--- src/rtl/gcm_plaintext_gate.sv ---
// Release-on-verify buffer behind the AES-GCM decrypt stage: holds a plaintext frame until its tag verdict.
// Define GCM_GATE_ZEROIZE_EN to scrub every freed entry (popped words and the whole buffer on discard).
module gcm_plaintext_gate #(
  parameter int DEPTH = 64
) (
  input  logic                    clk,
  input  logic                    reset_n,
  input  logic [31:0]             in_data,
  input  logic                    in_valid,
  input  logic                    auth_success,
  input  logic                    complete,
  output logic [31:0]             out_data,
  output logic                    out_valid,
  input  logic                    out_ready,
  output logic [$clog2(DEPTH):0]  level,
  output logic                    busy,
  output logic                    done,
  output logic                    discarded,
  output logic                    overflow,
  output logic                    protocol_err
);
  localparam int PTR_W = $clog2(DEPTH);
  localparam int LVL_W = PTR_W + 1;

  typedef enum logic [1:0] {S_IDLE, S_COLLECT, S_RELEASE, S_DISCARD} state_t;

  state_t           state;
  logic [PTR_W-1:0] wr_ptr;
  logic [PTR_W-1:0] rd_ptr;
  logic             bad;
  logic             complete_q;
  logic [31:0]      mem [DEPTH];
`ifdef GCM_GATE_ZEROIZE_EN
  logic [PTR_W-1:0] zcnt;
`endif

  logic             verdict;
  logic             full;
  logic             accept;
  logic             drop_ovf;
  logic             frame_ok;
  logic             pop;
  logic             mem_we;
  logic [PTR_W-1:0] mem_addr;
  logic [31:0]      mem_wdata;

  assign verdict   = complete & ~complete_q;
  assign full      = (level == LVL_W'(DEPTH));
  assign accept    = in_valid & ~full & ((state == S_IDLE) | (state == S_COLLECT));
  assign drop_ovf  = in_valid & full & (state == S_COLLECT);
  // A word overflowing in the verdict cycle already taints the frame it belongs to.
  assign frame_ok  = auth_success & ~bad & ~drop_ovf;
  assign out_valid = (state == S_RELEASE) && (level != '0);
  assign out_data  = out_valid ? mem[rd_ptr] : '0;
  assign pop       = out_valid & out_ready;
  assign busy      = (state != S_IDLE);

  // NOTE: every signal assigned in always_comb gets a default first, so no path can infer a latch.
  always_comb begin
    mem_we    = accept;
    mem_addr  = wr_ptr;
    mem_wdata = in_data;
`ifdef GCM_GATE_ZEROIZE_EN
    if (state == S_RELEASE && pop) begin
      mem_we    = 1'b1;
      mem_addr  = rd_ptr;
      mem_wdata = '0;
    end else if (state == S_DISCARD) begin
      mem_we    = 1'b1;
      mem_wdata = '0;
    end
`endif
  end

  // NOTE: the storage array has no reset; occupancy is tracked by pointers and level, which do reset.
  always_ff @(posedge clk) begin
    if (mem_we) mem[mem_addr] <= mem_wdata;
  end

  always_ff @(posedge clk or negedge reset_n) begin
    if (!reset_n) begin
      state        <= S_IDLE;
      wr_ptr       <= '0;
      rd_ptr       <= '0;
      level        <= '0;
      bad          <= 1'b0;
      complete_q   <= 1'b0;
      done         <= 1'b0;
      discarded    <= 1'b0;
      overflow     <= 1'b0;
      protocol_err <= 1'b0;
`ifdef GCM_GATE_ZEROIZE_EN
      zcnt         <= '0;
`endif
    end else begin
      complete_q <= complete;
      done       <= 1'b0;
      discarded  <= 1'b0;
      case (state)
        S_IDLE, S_COLLECT: begin
          if (accept) begin
            wr_ptr <= wr_ptr + 1'b1;
            level  <= level + 1'b1;
          end
          if (drop_ovf) begin
            overflow <= 1'b1;
            bad      <= 1'b1;
          end
          if (verdict && (state == S_COLLECT || in_valid)) begin
            if (frame_ok) begin
              state <= S_RELEASE;
            end else begin
              state <= S_DISCARD;
`ifdef GCM_GATE_ZEROIZE_EN
              zcnt <= '0;
`else
              discarded <= 1'b1;
`endif
            end
          end else if (verdict) begin
            // Zero-length frame: the verdict alone is reported.
            done      <= auth_success;
            discarded <= ~auth_success;
          end else if (in_valid) begin
            state <= S_COLLECT;
          end
        end
        S_RELEASE: begin
          if (in_valid) protocol_err <= 1'b1;
          if (pop) begin
            rd_ptr <= rd_ptr + 1'b1;
            level  <= level - 1'b1;
          end
          if ((pop && level == LVL_W'(1)) || level == '0) begin
            done  <= 1'b1;
            bad   <= 1'b0;
            state <= S_IDLE;
          end
        end
        S_DISCARD: begin
          if (in_valid) protocol_err <= 1'b1;
`ifdef GCM_GATE_ZEROIZE_EN
          // wr_ptr walks the whole ring once as the scrub address.
          wr_ptr <= wr_ptr + 1'b1;
          zcnt   <= zcnt + 1'b1;
          if (zcnt == PTR_W'(DEPTH - 1)) begin
            wr_ptr    <= '0;
            rd_ptr    <= '0;
            level     <= '0;
            bad       <= 1'b0;
            discarded <= 1'b1;
            state     <= S_IDLE;
          end
`else
          wr_ptr <= '0;
          rd_ptr <= '0;
          level  <= '0;
          bad    <= 1'b0;
          state  <= S_IDLE;
`endif
        end
        default: state <= S_IDLE;
      endcase
    end
  end

endmodule

--- config.mk ---
export PLATFORM = sky130hd
export DESIGN_NAME = gcm_plaintext_gate
export DESIGN_NICKNAME = d
export VERILOG_FILES = /design/src/rtl/gcm_plaintext_gate.sv
export SDC_FILE = /design/constraint.sdc
export NUM_CORES = 2
export LEC_CHECK = 0
export CORE_MARGIN = 5
export CORE_UTILIZATION = 55
export CTS_CLUSTER_DIAMETER = 40
export DETAILED_ROUTE_END_ITERATION = 6
export PLACE_DENSITY = 0.71
export SYNTH_ARGS = -nofsm -noshare
export SYNTH_HDL_FRONTEND = slang
export SYNTH_SLANG_ARGS = --single-unit
--- constraint.sdc ---
create_clock -name clk -period 9.1 [get_ports clk]
set_input_delay 1.82 -clock clk [delete_from_list [all_inputs] [get_ports clk]]
set_output_delay 1.82 -clock clk [all_outputs]
set_load 0.02 [all_outputs]
**Yosys cells after proc, flatten, opt, wreduce, memory -nomap -nowiden**

Memory sizes are Yosys's and may differ from the RTL's.
Cells that the tools add are included.
Widths: inputs -> output; s select.

- Add/subtract/negate cells: 4
- Muxes and demuxes: 27
- Bitwise logic cells: 14
- Equal/unequal tests: 11
- Reductions and logical operators: 20

Operators by type and width:

| kind | number |
|---|---|
| $mux 32 | 1 |
| $pmux 6 s2 | 2 |
| $pmux 7 s3 | 1 |
| $mux 7 | 2 |
| $add 6x1->6 const B | 2 |
| $mux 1 | 12 |
| $mux 6 | 2 |
| $reduce_and 2->1 | 6 |
| $and 1x1->1 | 8 |
| $mux 2 | 4 |
| $add 7x1->7 const B | 1 |
| $eq 7x1->1 const B | 1 |
| $eq 7x7->1 const B | 1 |
| $logic_not 7->1 | 1 |
| $reduce_bool 7->1 | 1 |
| $sub 7x1->7 const B | 1 |
| $ne 2x2->1 const B | 3 |
| $ne 3x3->1 const B | 2 |
| $pmux 2 s3 | 1 |
| $reduce_bool 2->1 | 3 |
| $not 1->1 | 5 |
| $eq 2x2->1 const B | 2 |
| $reduce_or 2->1 | 2 |
| $logic_and 1x1->1 | 3 |
| other kinds (8) | 9 |

- Memories: 1
- Output and inout bits: 45
- RAM bits: 2,048
- Input port bits: 38
- Bits in registers: 27

Memory list:

| name | depth | bits a word | rd ports | clocked after memory_dff | wr ports | RTL line | RTL |
|---|---|---|---|---|---|---|---|
| mem | 64 | 32 | 1 | 0 | 1 | 32 | `logic [31:0] mem [DEPTH];` |

**Depth between registers and ports, before layout**

- Word-level depth: 8
- Gate-level depth with buffers: 11
- Depth with buffers taken out: 7

**Worst setup path after synthesis**

No wires, ideal clock.

- Path kind: input to register
- From: input port in_valid
- To: memory mem[63][0] (enable)
- Arrival: 4,331 ps
- Slack: 4,348 ps
- Setup time: 421 ps
- Cell stages on the path: 7
- Data required time: 8,679 ps
- Cells stage by stage: buf_1 -> inv_1 -> a311oi_1 -> buf_2 -> nand4_1 -> buf_2 -> nor2_1

- Cells in the longest elaborated chain, start to end: 4

Ends and longest elaborated chain:

| what | RTL line | RTL |
|---|---|---|
| from (decl) | 9 | `input logic in_valid,` |
| $and 1x1->1 (2 in a row) | 49 | `assign accept = in_valid & ~full & ((state == S_IDLE) \| (state == S_COLLECT));` |
| $mux 1 | 77 | `if (mem_we) mem[mem_addr] <= mem_wdata;` |
| $mux 1 (implied by the code) | 77 |  |
| to (decl) | 32 |  |

Every way passes these cells.

**Worst setup path after layout**

- From: register rd_ptr[0]
- To: output port out_data[30]

- Cells in the longest elaborated chain, start to end: 2

Ends and longest elaborated chain:

| what | RTL line | RTL |
|---|---|---|
| from (decl) | 29 | `logic [PTR_W-1:0] rd_ptr;` |
| from (signal assigned) | 131 | `rd_ptr <= rd_ptr + 1'b1;` |
| $mem_v2 64x32 | - |  |
| $mux 32 | 54 | `assign out_data = out_valid ? mem[rd_ptr] : '0;` |
| to (decl) | 12 | `output logic [31:0] out_data,` |

Every way passes these cells.

==> flow_metrics.tcl <==
set metrics [dict create \
    holdWs_ns 0.4562 \
    fp.dieW_um 391.4 \
    place.gp.congestion 0.8572 \
    startpoint "rd_ptr[0]" \
    clk_latency_ns 0.86 \
    synth_seq_cells 2075 \
    instances_no_fill 6034 \
    fmax_mhz 140.8 \
    synthCells 3700 \
    required_ns 7.28 \
    overflow 0 \
    path_class "flip-flop to output pin" \
    critPathCapture "out_data[30]" \
    drive_gt1_share_pct 24.03 \
    final_cell_mix "edfxtp_1, mux4_2, mux2i_1" \
    path_cells "buf_12, buf_4, mux4_2, mux2i_1, a211o_1, o22ai_1, clkdlybuf4s50_1" \
    crit_fanout 57 \
    status "finished, final reports clean" \
    die_area_um2 153200 \
    max_cap_violations 0 \
    synth_edf_count 2048 \
    ys.warnings.count 0 \
    layout.nets 3956 \
    combPwrFrac_pct 16.1 \
    path_buf_inv 3 \
    fin_setup_tns_ns 0 \
    grt_pass1_vias 40153 \
    skew_ns 0.04644 \
    power_density_nw_per_um2 263.1 \
    worstReg2RegStart "level[0]" \
    drc 0 \
    dp.final_hpwl_um 118300 \
    dpl_worst_slack_ns 2.991 \
    peakVddDrop_mv 0.2083 \
    routed_wl_um 213200 \
    htree_num_levels 4 \
    cts.clk_slew.worst_paths_ns 0.06 \
    power.switching_mw 6.263 \
    start_util_pct 55.11 \
    firstDrtPassIters 7 \
    synth_ff_type "edfxtp_1" \
    ios 83 \
    internal_power_mw 17.62 \
    seqPwrFrac_pct 45.7 \
    portBuffers 82 \
    cts_resized 0 \
    worstMarginPinSlew_ns 1.356 \
    cts_buffers 230 \
    reg2reg_to "mem[30][3]" \
    swShare_pct 26.23 \
    grt_usage_pct 28.04 \
    via_count 40660 \
    r2r_slack_ns 4.69 \
    clock_tree.buffer_depth 3 \
    rsz0062_at_grt "no" \
    final_common_cell "edfxtp_1" \
    seq_area_frac_synth_pct 77.69 \
    ys_types 65 \
    cp.arrival_ns 5.28 \
    root_buffer "clkbuf_16" \
    ant_nets 0 \
    start_kind "flip-flop" \
    initialDrtViolationCount 5273 \
    synthesis.area_um2 80020 \
    rows 140 \
    setup_viol 0 \
    fillers 9619 \
    tritoncts "done" \
    period_minus_slack_ns 7.102 \
    die_y_um 391.4 \
    cp.depth 7 \
    maxSlewViolCount 0 \
    p_leak_nw 27.61 \
    power.share.clock_pct 38.3 \
    grt_pass1_wl_um 300200 \
    hold_viol 0 \
    reg2reg_depth 7 \
    antenna_found_initial 7 \
    finalWorstSetupSlack_ns 1.998 \
    cts.sinks 2075 \
    postCtsHoldBufs 0 \
    critPathTopFamily "buffers and inverters" \
    via_per_inst 6.738 \
    min_path_type "flip-flop to flip-flop" \
    endpoint_kind "output pin" \
    crit_path_max_incr_delay_ns 1.04 \
    dp.cells 5598 \
    relSlewSlack_pct 8.388 \
    min_period_over_period_pct 78.05 \
    synth_nets 3743 \
    async_flop_share_pct 1.301 \
    post-cts-setup-buffers 0 \
    synth.avg_cell_area_um2 21.63 \
    slowest_stage "dfrtp_4" \
    core-area_um2 145200 \
    post_drt_wl_per_cell_um 35.34 \
    grt_start_max_net_pins 84 \
    syn_to_final_growth_pct 13.42 \
]
-- cell usage after synthesis, types with 5 or more instances --
library cell / n / area (um^2)
a41oi_1: 5 / 43.79
nand3_1: 17 / 85.08
nor2b_1: 14 / 87.58
o211ai_1: 7 / 52.55
a211oi_1: 33 / 247.7
o21ai_1: 19 / 95.09
a31oi_1: 8 / 50.05
mux2i_1: 318 / 3183
buf_4: 18 / 135.1
nand2b_1: 8 / 50.05
a2111oi_2: 6 / 90.09
buf_1: 9 / 33.78
a22oi_1: 35 / 262.8
ha_1: 5 / 62.56
a21o_1: 8 / 60.06
dfrtp_1: 27 / 675.7
o21ai_0: 15 / 75.07
a211o_1: 9 / 78.83
mux2_2: 6 / 67.56
buf_2: 54 / 270.3
o22ai_1: 73 / 456.7
o221ai_1: 58 / 508.0
o32ai_1: 8 / 70.07
nor3_1: 5 / 25.02
edfxtp_1: 2048 / 61500
o31ai_1: 10 / 75.07
a22o_1: 29 / 254.0
inv_1: 7 / 26.28
a2111oi_0: 10 / 87.58
or4_1: 9 / 67.56
nor4_1: 5 / 31.28
a221oi_1: 22 / 192.7
clkbuf_1: 75 / 281.5
buf_6: 37 / 416.7
buf_8: 16 / 240.2
nor2_1: 121 / 454.2
a32o_1: 5 / 50.05
nand2_1: 42 / 157.7
mux4_2: 384 / 8648
a21oi_1: 66 / 330.3
and2_1: 5 / 31.28
-- power by group through the flow --
| stage | registers, mW | logic [mW] | clock network, mW |
|---|---|---|---|
| floorplan | 11.0 | 2.83 | 0 |
| global placement | 11.1 | 3.82 | 0 |
| detailed placement | 11.1 | 3.84 | 0 |
| CTS | 10.9 | 3.86 | 9.21 |
| global route | 10.9 | 4.04 | 9.65 |
| finish | 10.9 | 3.84 | 9.14 |
-- worst reg2reg max path: stages, from the launching register on --
cell      delay [ns]
dfrtp_1         0.49
inv_1           0.12
ha_1            0.31
a311oi_2        0.28
buf_4           0.26
nand3_1         0.77
nor2_4          1.21
buf_4           0.56
-- final cells by class --
cell class	count	area, um^2	area share [%]
sequential	2075	62190	68.52
multi-input combinational	1403	16900	18.62
clock buffer	283	6006	6.617
tap	1917	2399	2.643
timing repair buffer	195	1622	1.787
clock inverter	151	1610	1.774
inverter	8	30.03	0.03308
antenna	2	5.005	0.005514
-- worst min-delay path by stage --
stage / start / slack, ns / endpoint / cells past startpoint
finish: protocol_err / 0.46 / protocol_err / 1
global placement: protocol_err / 0.45 / protocol_err / 1
global route: protocol_err / 0.50 / protocol_err / 1
CTS: protocol_err / 0.46 / protocol_err / 1
detailed placement: protocol_err / 0.45 / protocol_err / 1
floorplan: complete_q / 0.51 / discarded / 2
-- state kept, by name, indices dropped and copies added (netlist names) --
signal / cells
mem_addr: 6
rd_ptr: 6
discarded: 1
done: 1
protocol_err: 1
overflow: 1
level: 7
state: 2
mem: 2048
bad: 1
complete_q: 1
-- logic make-up after synthesis --
group                      synth area share, %
AOI/OAI and AO/OA                        3.973
xor gates and xnor gates               0.07661
adders and majority gates              0.07818
buffers and inverters                    1.865
DFF                                      77.69
muxes                                    14.87
and+or+nand+nor                          1.443
-- layer usage --
layer / part of all wire [%] / GRT usage [%] / routed length, um / up-vias
li1: - / - / - / 16157
met1: 37 / 38.69 / 78030 / 21334
met2: 48 / 44.30 / 101700 / 2680
met3: 12 / 6.834 / 24640 / 485
met4: 4.1 / 10.23 / 8824 / 4
met5: 0.014 / 0 / 30 / -
-- metrics by stage --
stage | total power [mW] | utilization [%] | instance area (um^2)
2_1_floorplan | 13.84 | - | 80020
6_report | 23.88 | 62.50 | 90760
5_1_grt | 24.61 | 62.50 | 90760
4_1_cts | 23.97 | 62.50 | 90760
3_3_place_gp | 14.90 | 57.26 | 83140
3_5_place_dp | 14.94 | 57.26 | 83140
Note: power is estimated with default switching activity, not from simulation.
